**src/rtl/system86_pkg.sv**
```systemverilog
// rtl/system86_pkg.sv - shared constants and types for the CUS42 tilemap address generator
package system86_pkg;

  localparam int RA_W   = 12;
  localparam int GA_W   = 15;
  localparam int CODE_W = 11;
  localparam int ATTR_W = 8;

  localparam int          REG_LAYER_BIT = 2;
  localparam logic [1:0]  REG_SX_LO     = 2'd0;
  localparam logic [1:0]  REG_SX_HI     = 2'd1;
  localparam logic [1:0]  REG_SY        = 2'd2;

  localparam int RD_ATTR_LSB      = 8;
  localparam int ATTR_CODE_HI_LSB = 0;
  localparam int ATTR_CODE_HI_W   = 3;

  typedef enum logic [1:0] {
    PH_A_ADDR = 2'd0,
    PH_A_DATA = 2'd1,
    PH_B_ADDR = 2'd2,
    PH_B_DATA = 2'd3
  } phase_e;

  // Shifter load lands on the slot phase offset by the fine scroll.
  function automatic phase_e strobe_phase(input logic [1:0] sx_lsb);
    return phase_e'(2'd3 + sx_lsb);
  endfunction

endpackage

```
**src/rtl/cus42_if.sv**
```systemverilog
// rtl/cus42_if.sv - timing, CPU, tilemap RAM and ROM signal bundle for CUS42
interface cus42_if;
  import system86_pkg::*;

  logic              HRESET;
  logic              VRESET;
  logic              FLIP;
  logic              CPU_WE;
  logic [2:0]        CPU_A;
  logic [7:0]        CPU_D;
  logic [15:0]       RD;
  logic [RA_W-1:0]   RA;
  logic [GA_W-1:0]   GA;
  logic [ATTR_W-1:0] MDO;
  logic              CLK_2H;
  logic              HA2;
  logic              HB2;

  modport master (
    output HRESET, VRESET, FLIP, CPU_WE, CPU_A, CPU_D, RD,
    input  RA, GA, MDO, CLK_2H, HA2, HB2
  );

  modport slave (
    input  HRESET, VRESET, FLIP, CPU_WE, CPU_A, CPU_D, RD,
    output RA, GA, MDO, CLK_2H, HA2, HB2
  );

endinterface

```
**src/rtl/cus42_layer.sv**
```systemverilog
// rtl/cus42_layer.sv - one scroll layer: pending/active scroll, x/y sum, code/attr capture
module cus42_layer
  import system86_pkg::*;
(
  input  logic              clk,
  input  logic              rst,
  input  logic              i_hreset,
  input  logic              i_we,
  input  logic [1:0]        i_a,
  input  logic [7:0]        i_d,
  input  logic [8:0]        i_h,
  input  logic [7:0]        i_v,
  input  logic              i_flip,
  input  logic              i_cap,
  input  logic [15:0]       i_rd,
  output logic [RA_W-2:0]   o_tile,
  output logic [1:0]        o_sx_lsb,
  output logic [GA_W-1:0]   o_ga,
  output logic [ATTR_W-1:0] o_attr
);

  logic [8:0]        r_pend_sx, r_act_sx, w_pend_sx, w_x;
  logic [7:0]        r_pend_sy, r_act_sy, w_pend_sy, w_y;
  logic [CODE_W-1:0] r_code;
  logic [ATTR_W-1:0] r_attr;
  logic [2:0]        r_fine;
  logic              r_half;
  logic              w_unused;

  always_comb begin
    w_pend_sx = r_pend_sx;
    w_pend_sy = r_pend_sy;
    if (i_we) begin
      case (i_a)
        REG_SX_LO: w_pend_sx[7:0] = i_d;
        REG_SX_HI: w_pend_sx[8]   = i_d[0];
        REG_SY:    w_pend_sy      = i_d;
        default:   ;
      endcase
    end
  end

  assign w_x      = i_h + 9'd4 + r_act_sx;
  assign w_y      = i_v + r_act_sy;
  assign o_tile   = {w_y[7:3], w_x[8:3]};
  assign o_sx_lsb = r_act_sx[1:0];
  assign o_ga     = {r_code, r_fine, r_half};
  assign o_attr   = r_attr;
  assign w_unused = &{1'b0, w_x[1:0]};

  // Active copy takes the post-write pending value, so a write on the HRESET clock lands at once.
  always_ff @(posedge clk) begin
    if (rst) begin
      r_pend_sx <= '0;
      r_pend_sy <= '0;
      r_act_sx  <= '0;
      r_act_sy  <= '0;
      r_code    <= '0;
      r_attr    <= '0;
      r_fine    <= '0;
      r_half    <= 1'b0;
    end else begin
      r_pend_sx <= w_pend_sx;
      r_pend_sy <= w_pend_sy;
      if (i_hreset) begin
        r_act_sx <= w_pend_sx;
        r_act_sy <= w_pend_sy;
      end
      if (i_cap) begin
        r_code <= {i_rd[RD_ATTR_LSB+ATTR_CODE_HI_LSB +: ATTR_CODE_HI_W], i_rd[7:0]};
        r_attr <= i_rd[RD_ATTR_LSB +: ATTR_W];
        r_fine <= w_y[2:0] ^ {3{i_flip}};
        r_half <= w_x[2] ^ i_flip;
      end
    end
  end

endmodule

```
**src/rtl/cus42.sv**
```systemverilog
// rtl/cus42.sv - CUS42 two-layer tilemap address generator; FLIP_EN enables screen flip
module cus42
  import system86_pkg::*;
(
  input  logic   CLK_6M,
  input  logic   RST,
  cus42_if.slave bus
);

  logic [8:0]        r_hpos;
  logic [7:0]        r_vpos;
  logic [RA_W-1:0]   r_ra;
  logic              r_sel_b;
  logic              r_ha2;
  logic              r_hb2;
  phase_e            w_ph;
  logic [8:0]        w_h;
  logic [7:0]        w_v;
  logic              w_flip;
  logic              w_we_a, w_we_b, w_cap_a, w_cap_b;
  logic [RA_W-2:0]   w_tile_a, w_tile_b;
  logic [1:0]        w_sx_lsb_a, w_sx_lsb_b;
  logic [GA_W-1:0]   w_ga_a, w_ga_b;
  logic [ATTR_W-1:0] w_attr_a, w_attr_b;

`ifdef FLIP_EN
  assign w_flip = bus.FLIP;
  assign w_h    = w_flip ? ~r_hpos : r_hpos;
  assign w_v    = w_flip ? ~r_vpos : r_vpos;
`else
  logic w_unused;
  assign w_flip   = 1'b0;
  assign w_h      = r_hpos;
  assign w_v      = r_vpos;
  assign w_unused = bus.FLIP;
`endif

  assign w_ph    = phase_e'(r_hpos[1:0]);
  assign w_we_a  = bus.CPU_WE && !bus.CPU_A[REG_LAYER_BIT];
  assign w_we_b  = bus.CPU_WE &&  bus.CPU_A[REG_LAYER_BIT];
  assign w_cap_a = !bus.HRESET && (w_ph == PH_A_DATA);
  assign w_cap_b = !bus.HRESET && (w_ph == PH_B_DATA);

  cus42_layer u_layer_a (
    .clk      (CLK_6M),
    .rst      (RST),
    .i_hreset (bus.HRESET),
    .i_we     (w_we_a),
    .i_a      (bus.CPU_A[1:0]),
    .i_d      (bus.CPU_D),
    .i_h      (w_h),
    .i_v      (w_v),
    .i_flip   (w_flip),
    .i_cap    (w_cap_a),
    .i_rd     (bus.RD),
    .o_tile   (w_tile_a),
    .o_sx_lsb (w_sx_lsb_a),
    .o_ga     (w_ga_a),
    .o_attr   (w_attr_a)
  );

  cus42_layer u_layer_b (
    .clk      (CLK_6M),
    .rst      (RST),
    .i_hreset (bus.HRESET),
    .i_we     (w_we_b),
    .i_a      (bus.CPU_A[1:0]),
    .i_d      (bus.CPU_D),
    .i_h      (w_h),
    .i_v      (w_v),
    .i_flip   (w_flip),
    .i_cap    (w_cap_b),
    .i_rd     (bus.RD),
    .o_tile   (w_tile_b),
    .o_sx_lsb (w_sx_lsb_b),
    .o_ga     (w_ga_b),
    .o_attr   (w_attr_b)
  );

  // HRESET aborts the current slot: no address update and no strobe on that edge.
  always_ff @(posedge CLK_6M) begin
    if (RST) begin
      r_hpos  <= '0;
      r_vpos  <= '0;
      r_ra    <= '0;
      r_sel_b <= 1'b0;
      r_ha2   <= 1'b0;
      r_hb2   <= 1'b0;
    end else if (bus.HRESET) begin
      r_hpos <= '0;
      r_vpos <= bus.VRESET ? 8'd0 : r_vpos + 8'd1;
      r_ha2  <= 1'b0;
      r_hb2  <= 1'b0;
    end else begin
      r_hpos <= r_hpos + 9'd1;
      r_ha2  <= (w_ph == strobe_phase(w_sx_lsb_a));
      r_hb2  <= (w_ph == strobe_phase(w_sx_lsb_b));
      case (w_ph)
        PH_A_ADDR: r_ra    <= {1'b0, w_tile_a};
        PH_A_DATA: r_sel_b <= 1'b0;
        PH_B_ADDR: r_ra    <= {1'b1, w_tile_b};
        PH_B_DATA: r_sel_b <= 1'b1;
      endcase
    end
  end

  assign bus.RA     = r_ra;
  assign bus.GA     = r_sel_b ? w_ga_b : w_ga_a;
  assign bus.MDO    = r_sel_b ? w_attr_b : w_attr_a;
  assign bus.CLK_2H = r_hpos[1];
  assign bus.HA2    = r_ha2;
  assign bus.HB2    = r_hb2;

endmodule
```
**src/flat_wrapper.sv**
```systemverilog
// flat-port wrapper written by rule: the top's interface ports become plain ports
module cus42_flat import system86_pkg::*;
  (CLK_6M, RST, bus_HRESET, bus_VRESET, bus_FLIP, bus_CPU_WE, bus_CPU_A, bus_CPU_D, bus_RD, bus_RA, bus_GA, bus_MDO, bus_CLK_2H, bus_HA2, bus_HB2);
  cus42_if bus_i ();
  input  logic CLK_6M;
  input  logic RST;
  input wire logic [$bits(bus_i.HRESET)-1:0] bus_HRESET;
  input wire logic [$bits(bus_i.VRESET)-1:0] bus_VRESET;
  input wire logic [$bits(bus_i.FLIP)-1:0] bus_FLIP;
  input wire logic [$bits(bus_i.CPU_WE)-1:0] bus_CPU_WE;
  input wire logic [$bits(bus_i.CPU_A)-1:0] bus_CPU_A;
  input wire logic [$bits(bus_i.CPU_D)-1:0] bus_CPU_D;
  input wire logic [$bits(bus_i.RD)-1:0] bus_RD;
  output wire logic [$bits(bus_i.RA)-1:0] bus_RA;
  output wire logic [$bits(bus_i.GA)-1:0] bus_GA;
  output wire logic [$bits(bus_i.MDO)-1:0] bus_MDO;
  output wire logic [$bits(bus_i.CLK_2H)-1:0] bus_CLK_2H;
  output wire logic [$bits(bus_i.HA2)-1:0] bus_HA2;
  output wire logic [$bits(bus_i.HB2)-1:0] bus_HB2;
  assign bus_i.HRESET = bus_HRESET;
  assign bus_i.VRESET = bus_VRESET;
  assign bus_i.FLIP = bus_FLIP;
  assign bus_i.CPU_WE = bus_CPU_WE;
  assign bus_i.CPU_A = bus_CPU_A;
  assign bus_i.CPU_D = bus_CPU_D;
  assign bus_i.RD = bus_RD;
  assign bus_RA = bus_i.RA;
  assign bus_GA = bus_i.GA;
  assign bus_MDO = bus_i.MDO;
  assign bus_CLK_2H = bus_i.CLK_2H;
  assign bus_HA2 = bus_i.HA2;
  assign bus_HB2 = bus_i.HB2;
  cus42 u_core (.CLK_6M(CLK_6M), .RST(RST), .bus(bus_i));
endmodule
```
**config.mk**
```make
export PLATFORM = sky130hd
export DESIGN_NAME = cus42_flat
export DESIGN_NICKNAME = d
export VERILOG_FILES = /design/src/rtl/system86_pkg.sv /design/src/rtl/cus42_if.sv /design/src/rtl/cus42_layer.sv /design/src/rtl/cus42.sv /design/src/flat_wrapper.sv
export SDC_FILE = /design/constraint.sdc
export NUM_CORES = 1
export LEC_CHECK = 0
export CAP_MARGIN = 20
export CORE_MARGIN = 2
export CORE_UTILIZATION = 56
export DETAILED_ROUTE_END_ITERATION = 8
export HOLD_SLACK_MARGIN = 0.05
export PLACE_DENSITY = 0.8
export SLEW_MARGIN = 25
export SYNTH_ARGS = -nofsm -noshare
export SYNTH_HDL_FRONTEND = slang
export SYNTH_SLANG_ARGS = --single-unit
```
**constraint.sdc**
```tcl
create_clock -name CLK_6M -period 2.75 [get_ports CLK_6M]
set_clock_uncertainty 0.05 [all_clocks]
set_input_delay 0.4125 -clock CLK_6M [delete_from_list [all_inputs] [get_ports CLK_6M]]
set_output_delay 0.4125 -clock CLK_6M [all_outputs]
set_load 0.01 [all_outputs]
```
==> out/metrics.csv <==
stage,metric,value,unit
sta,WHS,404.2,ps
sta,endpoints failing hold,0,
worst_hold_path,Hold Crit Class,reg -> reg,
finish,most frequent cells in the layout,"nand2_1 (141), dfxtp_1 (140), a21oi_1 (80), clkdlybuf4s50_1 (68), nor2_1 (53)",
clocking,hold_buf cts,0,
route,routed wire length,15170,microns
finish,Finished Layout Cells,930,
sta,Least-Margin Pin Slew,776.4,ps
place,Post-Place Setup Slack,313.1,ps
yosys,post-synthesis compound-gate area fraction,0.1700,
grt,first-pass GRT wire length,25510,microns
worst_setup_path,worst flop-to-flop path startpoint,u_core.r_hpos[2]$_SDFF_PP0_,
yosys,cell count after synthesis,708,
yosys,ys async rst share,0,
power,Leakage Power,3.180,nW
clocking,clk root buf,clkbuf_16,
yosys,Seq cells post-synth,140,
place,dpl hpwl,10840,microns
route,Antenna Violating Nets Remaining,0,
sta,unrepaired setup endpoints after global routing,false,
route,Vias,5241,
clocking,CTS tree,yes,
worst_hold_path,Worst Hold Launch,u_core.u_layer_a.r_code[6]$_SDFFE_PP0P_,
sta,post-route minimum period,2438,ps
yosys,"EDFF count, synth",0,
clocking,CTS resizes,0,
yosys,post-synthesis mux area share,0.05693,
sta,Final Cycle Share,0.8865,
yosys,post-synthesis simple-gate area fraction,0.1661,
clocking,Sink Count,140,
job,total of max-cap violations,0,
power,Pwr Density,617.6,nW/um^2
worst_setup_path,crit path launch type,flip-flop,
clocking,clock network latency to the later pin of the worst-skew pair,420,ps
worst_setup_path,CP Data Required Time,3020,ps
worst_hold_path,worst hold endpoint,u_core.u_layer_a.r_code[6]$_SDFFE_PP0P_,
die,starting density of the core,0.5669,
clocking,clk slew on worst S/H paths,60,ps
place,Placed Cells incl. Taps,898,
yosys,Synth Area in Adders,0.07643,
worst_setup_path,arrival time worst endpoint,2710,ps
finish,fill cell count,901,
die,die extent in y,111.1,microns
die,die width,111.1,microns
power,Worst VDD drop,0.0008002,V
grt,initial antenna violation count,0,
route,DRC viols,0,
finish,Nets,845,
die,row count,39,
clocking,clk buf depth,2,
worst_setup_path,Critical Path Sink Type,flip-flop,
worst_setup_path,Crit Path Category,reg -> reg,
finish,P&R area growth vs syn,22.19,%
place,PortBufs,69,
route,Vias/cell,5.635,
finish,area of the multi-input gates,3428,sq um
yosys,XOR/XNOR share of the synthesized area,0.06434,
place,GP Congestion,0.8618,
worst_setup_path,cell depth of the worst flop-to-flop path,9,
finish,sequential cell area,2803,sq um
outcome,status,finished clean,
yosys,mean post-synth cell area,9.064,sq um
grt,GRT Residual Overflow,0,
die,io pins,71,
sta,FMAX,410.2,MHz
finish,"commonest non-fill, non-tap cell in the layout",nand2_1,
route,Wirelength per Cell,16.31,microns
yosys,synthesis warning total,0,
yosys,post-synthesis cell area,6417,sq um
clocking,clock buffer count from CTS,17,
route,First DRT Iteration DRCs,267,
clocking,H-tree levels,4,
sta,setup TNS,0,ps
sta,Relative slew margins,0.4824,
sta,final setup margin,312.1,ps
route,DR pass1 iterations,4,
clocking,postcts setup bufs,0,
grt,vias in the first global route,5408,
yosys,largest family of logic cells by synthesized area,compound AO/OA/AOI/OAI gates,
yosys,most frequently used flop master after synthesis,dfxtp_1,
yosys,syn nets,779,
worst_setup_path,Worst R2R Setup Slack,310,ps
yosys,sequential share of the synthesized area,0.4367,
finish,ANT cells,0,
finish,fraction of layout cells with a size suffix above 1,0.1080,
worst_hold_path,hold-critical path depth,2,
grt,GRT Total Usage,0.2550,
die,Placeable Area,11320,sq um
die,Die ar.,12330,sq um
yosys,synth unique cells,53,
sta,Setup-failing EPs final,0,
worst_setup_path,maximum fanout along the worst path,5,
worst_setup_path,Crit Reg-Reg Endpoint,u_core.bus.RA[4]$_SDFFE_PP0P_,
sta,max-slew violations,0,
grt,largest net degree at the start of global routing,37,
synthesized netlist by cell type (6+ instances only):
cell type | instances | share of area
a211oi_1 | 8 | 0.0094
a21o_1 | 6 | 0.0070
a21oi_1 | 80 | 0.062
buf_1 | 6 | 0.0035
buf_2 | 10 | 0.0078
clkbuf_1 | 18 | 0.011
dfxtp_1 | 140 | 0.44
ha_1 | 36 | 0.070
mux2_2 | 20 | 0.035
mux2i_1 | 14 | 0.022
nand2_1 | 141 | 0.082
nand2b_1 | 8 | 0.0078
nor2_1 | 54 | 0.032
nor3_1 | 6 | 0.0047
o21ai_0 | 13 | 0.010
o22a_1 | 34 | 0.046
or3_1 | 7 | 0.0068
xnor2_1 | 26 | 0.035
xor2_1 | 16 | 0.022
registers in the layout, summed over array words and instances, names as in the netlist, 9 cells and up:
signal,cells
u_core.u_layer_a.r_pend_sx,9
u_core.u_layer_b.r_code,10
u_core.bus.RA,12
u_core.u_layer_a.r_act_sx,9
u_core.r_hpos,9
u_core.u_layer_a.r_code,10
u_core.u_layer_b.r_pend_sx,9
u_core.u_layer_b.r_act_sx,9
metal layers:
layer / global-route usage / share of wire / routed length, microns / vias up
met5: 0 / 0 / 0 / -
met1: 0.3014 / 0.43 / 6508 / 2529
met2: 0.4577 / 0.51 / 7784 / 101
met4: 0.08889 / 0.022 / 327 / 0
met3: 0.05522 / 0.036 / 549 / 26
li1: - / - / - / 2585
cell families after synthesis:
family,Yosys count
AOI/OAI and AO/OA,165
DFF,140
xor gates and xnor gates,44
adders and majority gates,38
and+or+nand+nor,244
muxes,34
buffers and inverters,43
worst max-delay path by stage:
| stage | startpoint | to | slack [ps] | cells past startpoint |
|---|---|---|---|---|
| after floorplan | u_core.r_hpos[2]$_SDFF_PP0_ | u_core.bus.RA[4]$_SDFFE_PP0P_ | 570 | 9 |
| after global placement | u_core.r_hpos[2]$_SDFF_PP0_ | u_core.bus.RA[4]$_SDFFE_PP0P_ | 400 | 9 |
| after detailed placement | u_core.r_hpos[2]$_SDFF_PP0_ | u_core.bus.RA[4]$_SDFFE_PP0P_ | 310 | 9 |
| after CTS | u_core.r_hpos[2]$_SDFF_PP0_ | u_core.bus.RA[4]$_SDFFE_PP0P_ | 320 | 9 |
| after global routing | u_core.r_hpos[2]$_SDFF_PP0_ | u_core.bus.RA[4]$_SDFFE_PP0P_ | 70 | 9 |
| final | u_core.r_hpos[2]$_SDFF_PP0_ | u_core.bus.RA[4]$_SDFFE_PP0P_ | 310 | 9 |
critical path, stage by stage (launching register included):
cell       delay [ps]
dfxtp_1           410
ha_1              250
xor2_1            230
ha_1              300
o21ai_0           170
nand2b_1          120
a31oi_1           230
xnor2_1           150
nor2_1             80
a2111oi_2         340
stage by stage:
step	area [sq um]	power [mW]	util
2_1_floorplan	6417	2.425	-
4_1_cts	7841	4.854	0.6926
6_report	7841	4.843	0.6926
3_3_place_gp	7247	2.594	0.6401
5_1_grt	7841	4.992	0.6926
3_5_place_dp	7247	2.613	0.6401
cell type report:
class	count	area share
clock buffers	20	0.05824
clock inverters	12	0.01755
repair buffers	85	0.1044
flip-flops and latches	140	0.3574
inverters	5	0.002393
multi-input cells	525	0.4372
well taps	143	0.02282
power by group:
part / internal [mW] / total [mW] / switching [mW]
clock network: 1.39 / 2.27 / 0.880
registers: 2.10 / 2.15 / 0.0483
logic: 0.208 / 0.428 / 0.219
(Power assumes the default switching activity.)
